--- config.mk ---
export PLATFORM = sky130hd
export DESIGN_NAME = uart_slip_decoder
export DESIGN_NICKNAME = d
export VERILOG_FILES = /design/src/rtl/uart_pkg.sv /design/src/rtl/uart_stream_reg.sv /design/src/rtl/uart_slip_decoder.sv
export SDC_FILE = /design/constraint.sdc
export NUM_CORES = 1
export LEC_CHECK = 0
export ABC_AREA = 1
export BUFFER_PORTS_ARGS = -buffer_cell sky130_fd_sc_hd__buf_4
export CORE_MARGIN = 8
export CORE_UTILIZATION = 35
export CTS_BUF_LIST = sky130_fd_sc_hd__clkbuf_2 sky130_fd_sc_hd__clkbuf_4 sky130_fd_sc_hd__clkbuf_8
export DETAILED_ROUTE_END_ITERATION = 10
export HOLD_SLACK_MARGIN = 0.12
export SLEW_MARGIN = 10
export SYNTH_ARGS = -nofsm -noshare
export SYNTH_HDL_FRONTEND = slang
export SYNTH_HIERARCHICAL = 1
export SYNTH_SLANG_ARGS = --single-unit
--- constraint.sdc ---
create_clock -name clk -period 2.28 [get_ports clk]
set_input_delay 0.456 -clock clk [delete_from_list [all_inputs] [get_ports clk]]
set_output_delay 0.456 -clock clk [all_outputs]
set_load 0.1 [all_outputs]
--- src/rtl/uart_pkg.sv ---
// Shared SLIP definitions for the UART byte-stream blocks.
//   SLIP_END / SLIP_ESC           : frame delimiter and escape introducer
//   SLIP_ESC_END / SLIP_ESC_ESC   : escaped forms of END and ESC
//   slip_state_t                  : decoder state encoding
package uart_pkg;

  localparam logic [7:0] SLIP_END     = 8'hC0;
  localparam logic [7:0] SLIP_ESC     = 8'hDB;
  localparam logic [7:0] SLIP_ESC_END = 8'hDC;
  localparam logic [7:0] SLIP_ESC_ESC = 8'hDD;

  typedef enum logic [1:0] {
    IDLE,
    DATA,
    ESC,
    DROP
  } slip_state_t;

endpackage

--- src/rtl/uart_stream_reg.sv ---
// One-entry valid/ready output register carrying data plus a last flag.
// Ports:
//   clk, rstn         : clock, asynchronous active-low reset
//   load              : write load_data/load_last into the register this cycle
//   load_data/last    : value to write
//   out_data/valid/last, out_ready : downstream valid/ready interface
//   in_ready          : upstream may hand over a new write this cycle
// The producer must only assert load when in_ready is high.
module uart_stream_reg #(
  parameter int unsigned WIDTH = 8
) (
  input  logic             clk,
  input  logic             rstn,
  input  logic             load,
  input  logic [WIDTH-1:0] load_data,
  input  logic             load_last,
  input  logic             out_ready,
  output logic [WIDTH-1:0] out_data,
  output logic             out_valid,
  output logic             out_last,
  output logic             in_ready
);

  // Free when empty or draining this cycle; reload on the handshake cycle avoids a bubble.
  assign in_ready = !out_valid || out_ready;

  always_ff @(posedge clk or negedge rstn) begin
    if (!rstn) begin
      out_data  <= '0;
      out_valid <= 1'b0;
      out_last  <= 1'b0;
    end else if (load) begin
      out_data  <= load_data;
      out_valid <= 1'b1;
      out_last  <= load_last;
    end else if (out_ready) begin
      out_valid <= 1'b0;
    end
  end

endmodule

--- src/rtl/uart_slip_decoder.sv ---
// SLIP frame decoder sitting behind the UART receiver.
// Removes END delimiters and escape sequences, emits decoded bytes as a
// valid/ready stream with out_last marking the final byte of each frame,
// and pulses frame_err on bad escapes or frames longer than MAX_LEN bytes.
// Ports:
//   clk, rstn                      : clock, asynchronous active-low reset
//   in_data, in_valid, in_ready    : received byte stream
//   out_data, out_valid, out_last, out_ready : decoded byte stream
//   frame_err                      : one-cycle error pulse
//   err_cnt                        : saturating error count, only with UART_SLIP_ERRCNT_EN
// Optional feature macro: UART_SLIP_ERRCNT_EN
module uart_slip_decoder
  import uart_pkg::*;
#(
  parameter int unsigned MAX_LEN = 256
) (
  input  logic        clk,
  input  logic        rstn,
  input  logic [7:0]  in_data,
  input  logic        in_valid,
  output logic        in_ready,
  output logic [7:0]  out_data,
  output logic        out_valid,
  output logic        out_last,
  input  logic        out_ready,
`ifdef UART_SLIP_ERRCNT_EN
  output logic        frame_err,
  output logic [15:0] err_cnt
`else
  output logic        frame_err
`endif
);

  localparam int unsigned LEN_W = $clog2(MAX_LEN + 1);
  localparam logic [LEN_W-1:0] LEN_MAX = LEN_W'(MAX_LEN);

  slip_state_t      state_q, state_d;
  logic [7:0]       pend_data_q, pend_data_d;
  logic             pend_valid_q, pend_valid_d;
  logic [LEN_W-1:0] len_q, len_d;
  logic             frame_err_q, frame_err_d;

  logic       accept;
  logic       emit;
  logic       emit_last;
  logic       dec_valid;
  logic [7:0] dec_byte;

  assign accept    = in_valid && in_ready;
  assign frame_err = frame_err_q;

  always_comb begin
    state_d      = state_q;
    pend_data_d  = pend_data_q;
    pend_valid_d = pend_valid_q;
    len_d        = len_q;
    frame_err_d  = 1'b0;
    emit         = 1'b0;
    emit_last    = 1'b0;
    dec_valid    = 1'b0;
    dec_byte     = in_data;

    if (accept) begin
      unique case (state_q)
        IDLE: begin
          // A bare END outside a frame is an empty frame: ignore it.
          if (in_data == SLIP_ESC) begin
            state_d = ESC;
          end else if (in_data != SLIP_END) begin
            dec_valid = 1'b1;
            state_d   = DATA;
          end
        end
        DATA: begin
          if (in_data == SLIP_END) begin
            emit         = pend_valid_q;
            emit_last    = 1'b1;
            pend_valid_d = 1'b0;
            len_d        = '0;
            state_d      = IDLE;
          end else if (in_data == SLIP_ESC) begin
            state_d = ESC;
          end else begin
            dec_valid = 1'b1;
          end
        end
        ESC: begin
          if (in_data == SLIP_ESC_END) begin
            dec_valid = 1'b1;
            dec_byte  = SLIP_END;
            state_d   = DATA;
          end else if (in_data == SLIP_ESC_ESC) begin
            dec_valid = 1'b1;
            dec_byte  = SLIP_ESC;
            state_d   = DATA;
          end else begin
            // Bad escape closes whatever was collected so far.
            emit         = pend_valid_q;
            emit_last    = 1'b1;
            frame_err_d  = 1'b1;
            pend_valid_d = 1'b0;
            len_d        = '0;
            state_d      = (in_data == SLIP_END) ? IDLE : DROP;
          end
        end
        DROP: begin
          if (in_data == SLIP_END) begin
            state_d = IDLE;
          end
        end
      endcase

      if (dec_valid) begin
        if (len_q == LEN_MAX) begin
          // Overflow: the held byte becomes the truncated frame's last byte.
          emit         = pend_valid_q;
          emit_last    = 1'b1;
          frame_err_d  = 1'b1;
          pend_valid_d = 1'b0;
          len_d        = '0;
          state_d      = DROP;
        end else begin
          emit         = pend_valid_q;
          emit_last    = 1'b0;
          pend_data_d  = dec_byte;
          pend_valid_d = 1'b1;
          len_d        = len_q + LEN_W'(1);
        end
      end
    end
  end

  always_ff @(posedge clk or negedge rstn) begin
    if (!rstn) begin
      state_q      <= IDLE;
      pend_data_q  <= '0;
      pend_valid_q <= 1'b0;
      len_q        <= '0;
      frame_err_q  <= 1'b0;
    end else begin
      state_q      <= state_d;
      pend_data_q  <= pend_data_d;
      pend_valid_q <= pend_valid_d;
      len_q        <= len_d;
      frame_err_q  <= frame_err_d;
    end
  end

  uart_stream_reg #(
    .WIDTH(8)
  ) u_out_reg (
    .clk      (clk),
    .rstn     (rstn),
    .load     (emit),
    .load_data(pend_data_q),
    .load_last(emit_last),
    .out_ready(out_ready),
    .out_data (out_data),
    .out_valid(out_valid),
    .out_last (out_last),
    .in_ready (in_ready)
  );

`ifdef UART_SLIP_ERRCNT_EN
  always_ff @(posedge clk or negedge rstn) begin
    if (!rstn) begin
      err_cnt <= '0;
    end else if (frame_err_q && (err_cnt != 16'hFFFF)) begin
      err_cnt <= err_cnt + 16'd1;
    end
  end
`endif

endmodule

* Yosys cells after proc, flatten, opt, wreduce, memory -nomap -nowiden
Index checks and enable logic that the tools add are counted.
** Operators by class
- Muxes and demuxes :: 53
- Shift operators :: 0
- $add $sub $neg :: 1
- Div/mod/pow operators :: 0
- Reduce and logical (&&, ||, !) cells :: 8
- Bitwise logic cells :: 1
- Multiply operators :: 0
- $lt $le $gt $ge :: 0
- Equal/unequal tests :: 12
** Operator list (number)
- $mux 9 :: 5
- $eq 8x8->1 const B :: 4
- $mux 1 :: 29
- $mux 8 :: 3
- $mux 2 :: 10
- $pmux 9 s2 :: 1
- $add 9x1->9 const B :: 1
- $eq 9x9->1 const B :: 1
- $ne 3x3->1 const B :: 3
- $ne 8x8->1 const B :: 1
- $pmux 2 s4 :: 1
- $pmux 1 s2 :: 3
- $reduce_and 5->1 :: 1
- $eq 2x2->1 const B :: 2
- $pmux 1 s3 :: 1
- $reduce_and 3->1 :: 1
- $reduce_bool 3->1 :: 1
- $eq 2x1->1 const B :: 1
- $logic_not 2->1 :: 1
- $reduce_bool 2->1 :: 1
- $logic_and 1x1->1 :: 1
- $logic_not 1->1 :: 1
- $logic_or 1x1->1 :: 1
- $not 1->1 :: 1
** Storage, ports and cells
- Bits in latches :: 0
- Bits in read-only memories :: 0
- Register bits :: 31
- Word-level logic and storage cells :: 83
- Memories :: 0
- Bits of input ports :: 12
- Output and inout bits :: 12
- Memory bits (writable) :: 0

* Logic depth before layout (Yosys ltp)
Gate-level depths: netlist (run 1).
- Depth after elaboration :: 8
- Depth in mapped cells :: 15

* By module
The synthesis (run 1) kept the hierarchy.
** By module, submodules not included
- uart_slip_decoder :: times used 1, cells an instance 194, area each 1443.9 µm²
- uart_stream_reg :: times used 1, cells an instance 42, area each 377.9 µm²

* Worst setup path after synthesis (run 1)
No wires, ideal clock.
- Kind :: register to register
- Start point :: reg u_out_reg.out_valid
- End point :: reg u_out_reg.out_valid
- Clock period less this slack :: 3111 ps
- Cell stages (with the launch flop) :: 10
- Setup slack :: -831 ps
- Path buffers :: 2
- Data arrival time :: 2947 ps
- Cell sequence :: dfrtp_1 -> nand2_1 -> nand2_1 -> clkinv_1 -> buf_2 -> nand2_1 -> nor2_1 -> buf_6 -> inv_2 -> nand2_1
** Between the ends
- Longest elaborated chain between the ends :: 5
** RTL lines
- from (decl) :: RTL line uart_stream_reg.sv:19 : output logic out_valid,
- from (signal assigned) :: RTL line uart_stream_reg.sv:30 : out_valid <= 1'b0;
- from (signal assigned) :: RTL line uart_stream_reg.sv:34 : out_valid <= 1'b1;
- from (signal assigned) :: RTL line uart_stream_reg.sv:37 : out_valid <= 1'b0;
- $logic_not 1->1 (*) :: RTL line uart_stream_reg.sv:25 : assign in_ready = !out_valid || out_ready;
- $logic_or 1x1->1 (*) :: RTL line uart_stream_reg.sv:25
- net in_ready :: RTL line uart_slip_decoder.sv:21 : output logic in_ready,
- $logic_and 1x1->1 (*) :: RTL line uart_slip_decoder.sv:49 : assign accept = in_valid && in_ready;
- $mux 1 (*) :: RTL line uart_slip_decoder.sv:63 : if (accept) begin
- net emit :: RTL line uart_slip_decoder.sv:44 : logic emit;
- $mux 1 or $reduce_bool 2->1 (tied branches)
Mark *: on every way through the listed nets, which the timed path passes. The rest lies on a longest branch.
A chain may end at the register's enable or synchronous reset.

* Worst setup path after layout (run 1)
- Start point :: reg state_q[1]
- End point :: reg pend_data_q[4]
** Between the ends
- Longest elaborated chain between the ends :: 4
** RTL lines
- from (decl) :: RTL line uart_slip_decoder.sv:37 : slip_state_t state_q, state_d;
- from (signal assigned) :: RTL line uart_slip_decoder.sv:141 : state_q <= state_d;
- $eq 2x2->1, or another cell as far along :: RTL line uart_slip_decoder.sv:64 : unique case (state_q)
- $pmux 1 s3 :: RTL line uart_slip_decoder.sv:64
- $mux 1 :: RTL line uart_slip_decoder.sv:63
- $reduce_and 3->1 (no line)
- to (signal assigned) :: RTL line uart_slip_decoder.sv:142 : pend_data_q <= pend_data_d;
- to (decl) :: RTL line uart_slip_decoder.sv:38 : logic [7:0] pend_data_q, pend_data_d;
Parallel ways exist; a longest one is shown, timed or not. The select of a mux whose other input is x is not followed.

==> results.yml, run 1 <==
layout:
  mostFrequentLayoutCells: "nand2_1 (93), dfrtp_1 (30), buf_4 (26)"
  drive_gt1_share_pct: 21.9
  antenna_cells: 0
  layout_commonest_cell: "nand2_1"
  final.fill_count: 531
  syn2layout_area_growth_pct: 20.1
  nets: 283
place:
  place.gp.congestion: 0.763
  dp_hpwl_um: 2690
  place_ws_ns: 0.377
  numPortBuffers: 23
logic_synthesis:
  synth-xor-area-share_pct: 3.37
  yosysWarnings: 6
  yosys.area_share.simple_pct: 37.0
  synth-seq-cells: 31
  muxShareOfSynthArea_pct: 0
  avgSynthCellArea_um2: 7.72
  synth_cells: 236
  synth_compound_area_share_pct: 4.74
  seq_area_frac_synth_pct: 42.6
  netlist_area_um2: 1820
  synth_nets: 255
  synth_top_family_by_area: "simple AND/OR/NAND/NOR gates"
  yosys.area_share.adder_pct: 4.81
  synth_cell_types: 24
job:
  maxCapViolations: 0
cts:
  cts_buffers: 5
  clockBufferDepth: 2
  cts-resized-gates: 0
  clock-root-buffer: "clkbuf_8"
  cts.sinks: 31
  cts_tree: "built"
  htreeDepth: 2
  worstSkewPairLatency_ns: 0.27
  cts_hold_buffers: 0
  clk_pin_slew_ns: 0.07
  cts_setup_buffers: 0
critical_path:
  crit_family: "simple AND/OR/NAND/NOR gates"
  crit_path_start_kind: "flop"
  critical_path_class: "reg2reg"
  critPathCaptureType: "flop"
  cp_max_fo: 15
  slowest_delay_ns: 0.41
  cpMostUsedCell: "nand2_4"
  crit_path_top_delay_cell: "dfrtp_1"
  path_cells: "inv_1 > ha_1 > or2_2 > nand3_2 > nand2_4 > nand2_4 > nor2_8 > nand2_4 > nand2_1 > o21ai_2"
  critPathArrivalTime_ns: 2.07
  critPathRequiredTime_ns: 2.44
  path_buf_inv: 1
pwr:
  swShare_pct: 51.4
  seqPwrFrac_pct: 27.2
  p_sw_uw: 1640
  internal-power_uw: 1550
  clkPwrFrac_pct: 17.2
  total_leakage_power_uw: 0.00122
  ir_worst_vdd_mv: 0.675
  power.density_nw_per_um2: 1460
  fin_total_pwr_uw: 3200
  p_comb_share_pct: 55.6
global_route:
  grt_pass1_vias: 1460
  grt_util_all_layers_pct: 10.5
  grt_max_degree: 32
  overflow: 0
  grt_pass1_wl_um: 6480
  antenna_found_initial: 0
sta:
  slew_headroom_pct: 72.8
  final_max_slew_viol_count: 0
  period_minus_slack_ns: 1.91
  finalHoldViolCount: 0
  fin_ws_ns: 0.368
  worst_slew_pin_slew_ns: 0.407
  fin_tns_setup_ns: 0
  rsz0062_at_grt: "no"
  timing.fmax_ghz: 0.523
  finClkSkew_ns: 0.00654
  fin_crit_sh_pct: 83.9
  finalSetupViolations: 0
detailed_routing:
  drtPass1Iterations: 4
  drtAntennaViolNets: 0
  finalWirelength_um: 3580
  routedWlPerCell_um: 10.7
  drc: 0
  via_per_inst: 4.35
  drt_iter0_markers: 75
  vias: 1456
die:
  start_util_pct: 35.9
  design.die.area_um2: 7770
  core_area_um2: 5070
  dieHeight_um: 88.1
  fp-row-count: 26
  io_pins: 24
  fp.dieW_um: 88.1
worst_hold_path:
  min-delay-path-class: "in2async"
outcome:
  status: "finished clean"
-- cell usage after synthesis (all sizes together) --
| cell | n | area, um2 |
|---|---|---|
| clkinv | 1 | 3.75 |
| o211ai | 1 | 7.51 |
| o21ai | 9 | 63.8 |
| nand4 | 12 | 75.1 |
| dfrtp | 31 | 776 |
| ha | 7 | 87.6 |
| xnor2 | 1 | 8.76 |
| a21oi | 3 | 15.0 |
| xor2 | 6 | 52.6 |
| nand2 | 103 | 424 |
| or2 | 1 | 6.26 |
| nand3 | 12 | 70.1 |
| nor2 | 20 | 98.8 |
| inv | 24 | 90.1 |
| buf | 5 | 42.5 |
-- final timing paths --
kind                       slack [ns]                         startpoint  depth (start not counted)                                 to
max reg2reg                      0.37             state_q[1]$_DFFE_PN0P_                         10         pend_data_q[4]$_DFFE_PN0P_
max                              0.37             state_q[1]$_DFFE_PN0P_                         10         pend_data_q[4]$_DFFE_PN0P_
max in group asynchronous        1.86                               rstn                          1    u_out_reg/out_valid$_DFFE_PN0P_
min reg2reg                      0.47  u_out_reg/out_data[1]$_DFFE_PN0P_                          2  u_out_reg/out_data[1]$_DFFE_PN0P_
min                              0.10                               rstn                          1         pend_data_q[4]$_DFFE_PN0P_
min in group clk                 0.44                         in_data[6]                          3         pend_data_q[6]$_DFFE_PN0P_
-- power by group through the flow --
stage / sequential, uW / clock, uW / combinational, uW
6_report: 871 / 549 / 1780
5_1_grt: 904 / 592 / 1940
4_1_cts: 873 / 565 / 1790
3_5_place_dp: 881 / 0 / 1780
3_3_place_gp: 879 / 0 / 1780
2_1_floorplan: 1500 / 0 / 821
-- registers in the layout, indices dropped and copies added (netlist names) --
register             flops
u_out_reg/out_valid      1
state_q                  2
u_out_reg/out_data       8
len_q                    9
pend_valid_q             1
frame_err                1
u_out_reg/out_last       1
pend_data_q              8
-- kinds of logic (layout without fill, tap and decap cells) --
kind of cell | Yosys count | in the layout
AND/OR/NAND/NOR | 148 | 148
flip-flops | 31 | 31
adder cells (fa/ha/maj) | 7 | 7
buffers and inverters | 30 | 59
XOR/XNOR | 7 | 7
AO/OA/AOI/OAI | 13 | 13
-- metal layers --
layer / wire [um] / vias up / GRT usage (%)
li1: - / 797 / -
met1: 1820 / 630 / 13.1
met2: 1510 / 23 / 16.7
met3: 166 / 6 / 2.25
met4: 80 / 0 / 5.07
met5: 0 / - / 0
-- worst register-to-register path, cell delays in order, from the launching register on --
cell and delay, ns:
dfrtp_1 0.41, inv_1 0.18, ha_1 0.27, or2_2 0.14
nand3_2 0.09, nand2_4 0.10, nand2_4 0.07, nor2_8 0.21
nand2_4 0.16, nand2_1 0.11, o21ai_2 0.05
-- through the flow --
stage	util (%)	hold WS [ns]	std cells	cell area (um2)
after floorplan	-	0.160	236	1830
after detailed placement	40.8	0.420	327	2070
after global placement	40.8	0.418	327	2070
after CTS	43.1	0.121	335	2190
final	43.1	0.101	335	2190
after global routing	43.1	0.129	335	2190
-- final cells by class --
type                    count  area (um2)  share of cell area, %
multi-input cells         175         917                   41.9
flip-flops and latches     31         777                   35.5
repair buffers             26         195                   8.92
inverters                  25        93.8                   4.29
well taps                  70        87.6                   4.00
clock buffers               6        82.6                   3.77
clock inverters             2        35.0                   1.60
No activity file was read; power rests on OpenSTA's default activity.
==> inputs of run 2 (changes only) <==
ABC_AREA = 0   (was 1)
clock period = 1.5 ns   (was 2.28 ns; I/O delays follow)
==> run 2 against run 1 <==
Against the previous run: the run now ends with setup timing left; synthesized cell count shrank 28%; first-iteration DRC count fell by 24%; hold slack improved by 0.19 ns; global-route usage grew 3.7 points; critical endpoint is now u_out_reg/out_data[5]$_DFFE_PN0P_; largest cell class unchanged; highest routed layer unchanged.
==> results.yml, run 2 <==
detailed_routing:
  drt_iter0_markers: 57
  drtAntennaViolNets: 0
  drtPass1Iterations: 4
  via_per_inst: 4.89
  finalWirelength_um: 5100
  vias: 1624
  drc: 0
  routedWlPerCell_um: 15.4
critical_path:
  crit_path_start_kind: "flop"
  critPathCaptureType: "flop"
  crit_family: "simple AND/OR/NAND/NOR gates"
  path_cells: "inv_4 > ha_4 > nor2_4 > or3_4 > a21oi_4 > o21ai_2 > nor2_2 > buf_6 > mux2_4"
  critical_path_class: "reg2reg"
  path_buf_inv: 2
  critPathRequiredTime_ns: 1.66
  cp_max_fo: 6
  critPathArrivalTime_ns: 2.22
  crit_path_top_delay_cell: "dfrtp_2"
  slowest_delay_ns: 0.45
logic_synthesis:
  synth_edf_count: 0
  synth_nets: 189
  netlist_area_um2: 1780
  synth_top_area_share_pct: 43.6
  seq_area_frac_synth_pct: 43.6
  synthArstFlopShare_pct: 100
  yosys.cell_count.top_type: "dfrtp_1"
  yosysTopAreaCell: "dfrtp_1"
  avgSynthCellArea_um2: 10.5
  synth-seq-cells: 31
  yosysWarnings: 6
  synth_cell_types: 44
  synth_cells: 170
  ys.flop_type: "dfrtp_1"
  synthTopCellsByArea: "dfrtp_1 (44%), mux2_4 (7.6%), ha_1 (4.9%)"
  synthTopCellsByCount: "dfrtp_1 (31), inv_1 (17), nand2_1 (13), mux2_4 (9), nand3_1 (9)"
layout:
  mostFrequentLayoutCells: "buf_4 (71), dfrtp_1 (28), inv_1 (15)"
  layout_commonest_cell: "buf_4"
  final_core_util_pct: 58.6
  largest_register_ffs: 9
  top_register: "len_q"
  syn2layout_area_growth_pct: 64.9
  final.fill_count: 447
  antenna_cells: 0
  multi_input_area_um2: 1120
  ff_latch_area_um2: 782
  drive_gt1_share_pct: 55.7
  nets: 280
  reg_top3: "len_q: 9 flops, pend_data_q: 8 flops, u_out_reg/out_data: 8 flops"
cts:
  clock-root-buffer: "clkbuf_8"
  clk_pin_slew_ns: 0.08
  htreeDepth: 2
  clockBufferDepth: 2
  cts_buffers: 5
  worstSkewPairLatency_ns: 0.29
  cts.sinks: 31
  cts_tree: "built"
die:
  design.die.area_um2: 7630
  core_area_um2: 5010
  dieHeight_um: 87.3
  fp.dieW_um: 87.3
  start_util_pct: 35.5
  io_pins: 24
  fp-row-count: 26
global_route:
  grt_util_all_layers_pct: 14.2
  overflow: 0
  antenna_found_initial: 0
  grt_pass1_vias: 1735
  grt_max_degree: 32
  grt_pass1_wl_um: 8360
sta:
  worst_slew_pin_slew_ns: 0.427
  finalHoldViolCount: 0
  rsz0062_at_grt: "yes"
  finClkSkew_ns: 0.0155
  final_max_slew_viol_count: 0
  slew_headroom_pct: 71.5
  holdWs_ns: 0.289
  fin_ws_ns: -0.559
  fin_crit_sh_pct: 137
  finalSetupViolations: 31
  period_minus_slack_ns: 2.06
  timing.fmax_ghz: 0.486
place:
  numPortBuffers: 23
  dp_hpwl_um: 3610
  place.gp.congestion: 0.879
outcome:
  status: "complete, but fails checks"
  failed_checks: "setup timing"
pwr:
  power.density_nw_per_um2: 2670
  ir_worst_vdd_mv: 1.43
  total_leakage_power_uw: 0.00135
worst_hold_path:
  min-delay-path-class: "in2reg"
job:
  maxCapViolations: 0
## run 2: final timing paths
path                                       startpoint                                 to  slack (ns)  cells after the start
max in group asynchronous                        rstn    u_out_reg/out_valid$_DFFE_PN0P_        0.65                      2
hold reg to reg            pend_data_q[1]$_DFFE_PN0P_         pend_data_q[1]$_DFFE_PN0P_        0.49                      2
hold / removal                             in_data[3]         pend_data_q[3]$_DFFE_PN0P_        0.29                      3
setup / recovery               state_q[1]$_DFFE_PN0P_  u_out_reg/out_data[5]$_DFFE_PN0P_       -0.56                      9
min in group asynchronous                        rstn             state_q[1]$_DFFE_PN0P_        0.49                      2
setup reg to reg               state_q[1]$_DFFE_PN0P_  u_out_reg/out_data[5]$_DFFE_PN0P_       -0.56                      9
## run 2: area by class of cell
class	count	share of cell area [%]
Tap cell	70	2.98
Inverter	17	2.34
Clock inverter	3	2.30
Sequential cell	31	26.6
Multi-Input combinational cell	119	38.1
Timing Repair Buffer	87	25.3
Clock buffer	5	2.34
## run 2: per-stage QoR
| stage | total power, uW | setup WS [ns] | instance area (um2) | std cells | TNS [ns] |
|---|---|---|---|---|---|
| CTS | 7520 | -0.547 | 2840 | 328 | -13.76 |
| floorplan | 4380 | -0.559 | 1870 | 170 | -12.55 |
| detailed placement | 5890 | -0.633 | 2500 | 311 | -14.97 |
| global placement | 5820 | -0.572 | 2500 | 311 | -14.23 |
| global route | 8260 | -0.629 | 2940 | 332 | -16.68 |
| finish | 7820 | -0.559 | 2940 | 332 | -14.50 |
## run 2: tightest hold or removal path, stage by stage
cell and delay [ns]:
buf_4 0.13, inv_1 0.05, o31ai_1 0.06
## run 2: logic make-up (layout without fill, tap and decap cells)
| family | after synthesis | in the layout | share of synthesized area, % |
|---|---|---|---|
| flip-flops | 31 | 31 | 43.6 |
| adder cells (fa/ha/maj) | 7 | 7 | 4.92 |
| AND/OR/NAND/NOR | 51 | 51 | 16.4 |
| multiplexers | 13 | 13 | 10.1 |
| XOR/XNOR | 2 | 2 | 0.984 |
| AO/OA/AOI/OAI | 45 | 46 | 18.4 |
| buffers and inverters | 21 | 112 | 5.55 |
## run 2: timing repair
action / CTS / global route
hold endpoints to repair: 31 / 0
gates cloned: 1 / 1
pin swaps: 13 / 12
setup endpoints to repair: 32 / 32
gates resized for setup: 29 / 17
hold buffers: 1 / 0
buffers inserted: 7 / 7
## run 2: power breakdown
part	switching (uW)	total, uW	internal (uW)
Combinational	2830	5300	2480
Sequential	279	1520	1240
Clock	342	1010	663
## run 2: layer usage
layer	share of wire [%]	track usage, %	vias up
li1	-	-	806
met1	46	18.0	792
met2	50	22.7	22
met3	2.8	2.83	4
met4	1.4	6.56	0
met5	0	0	-
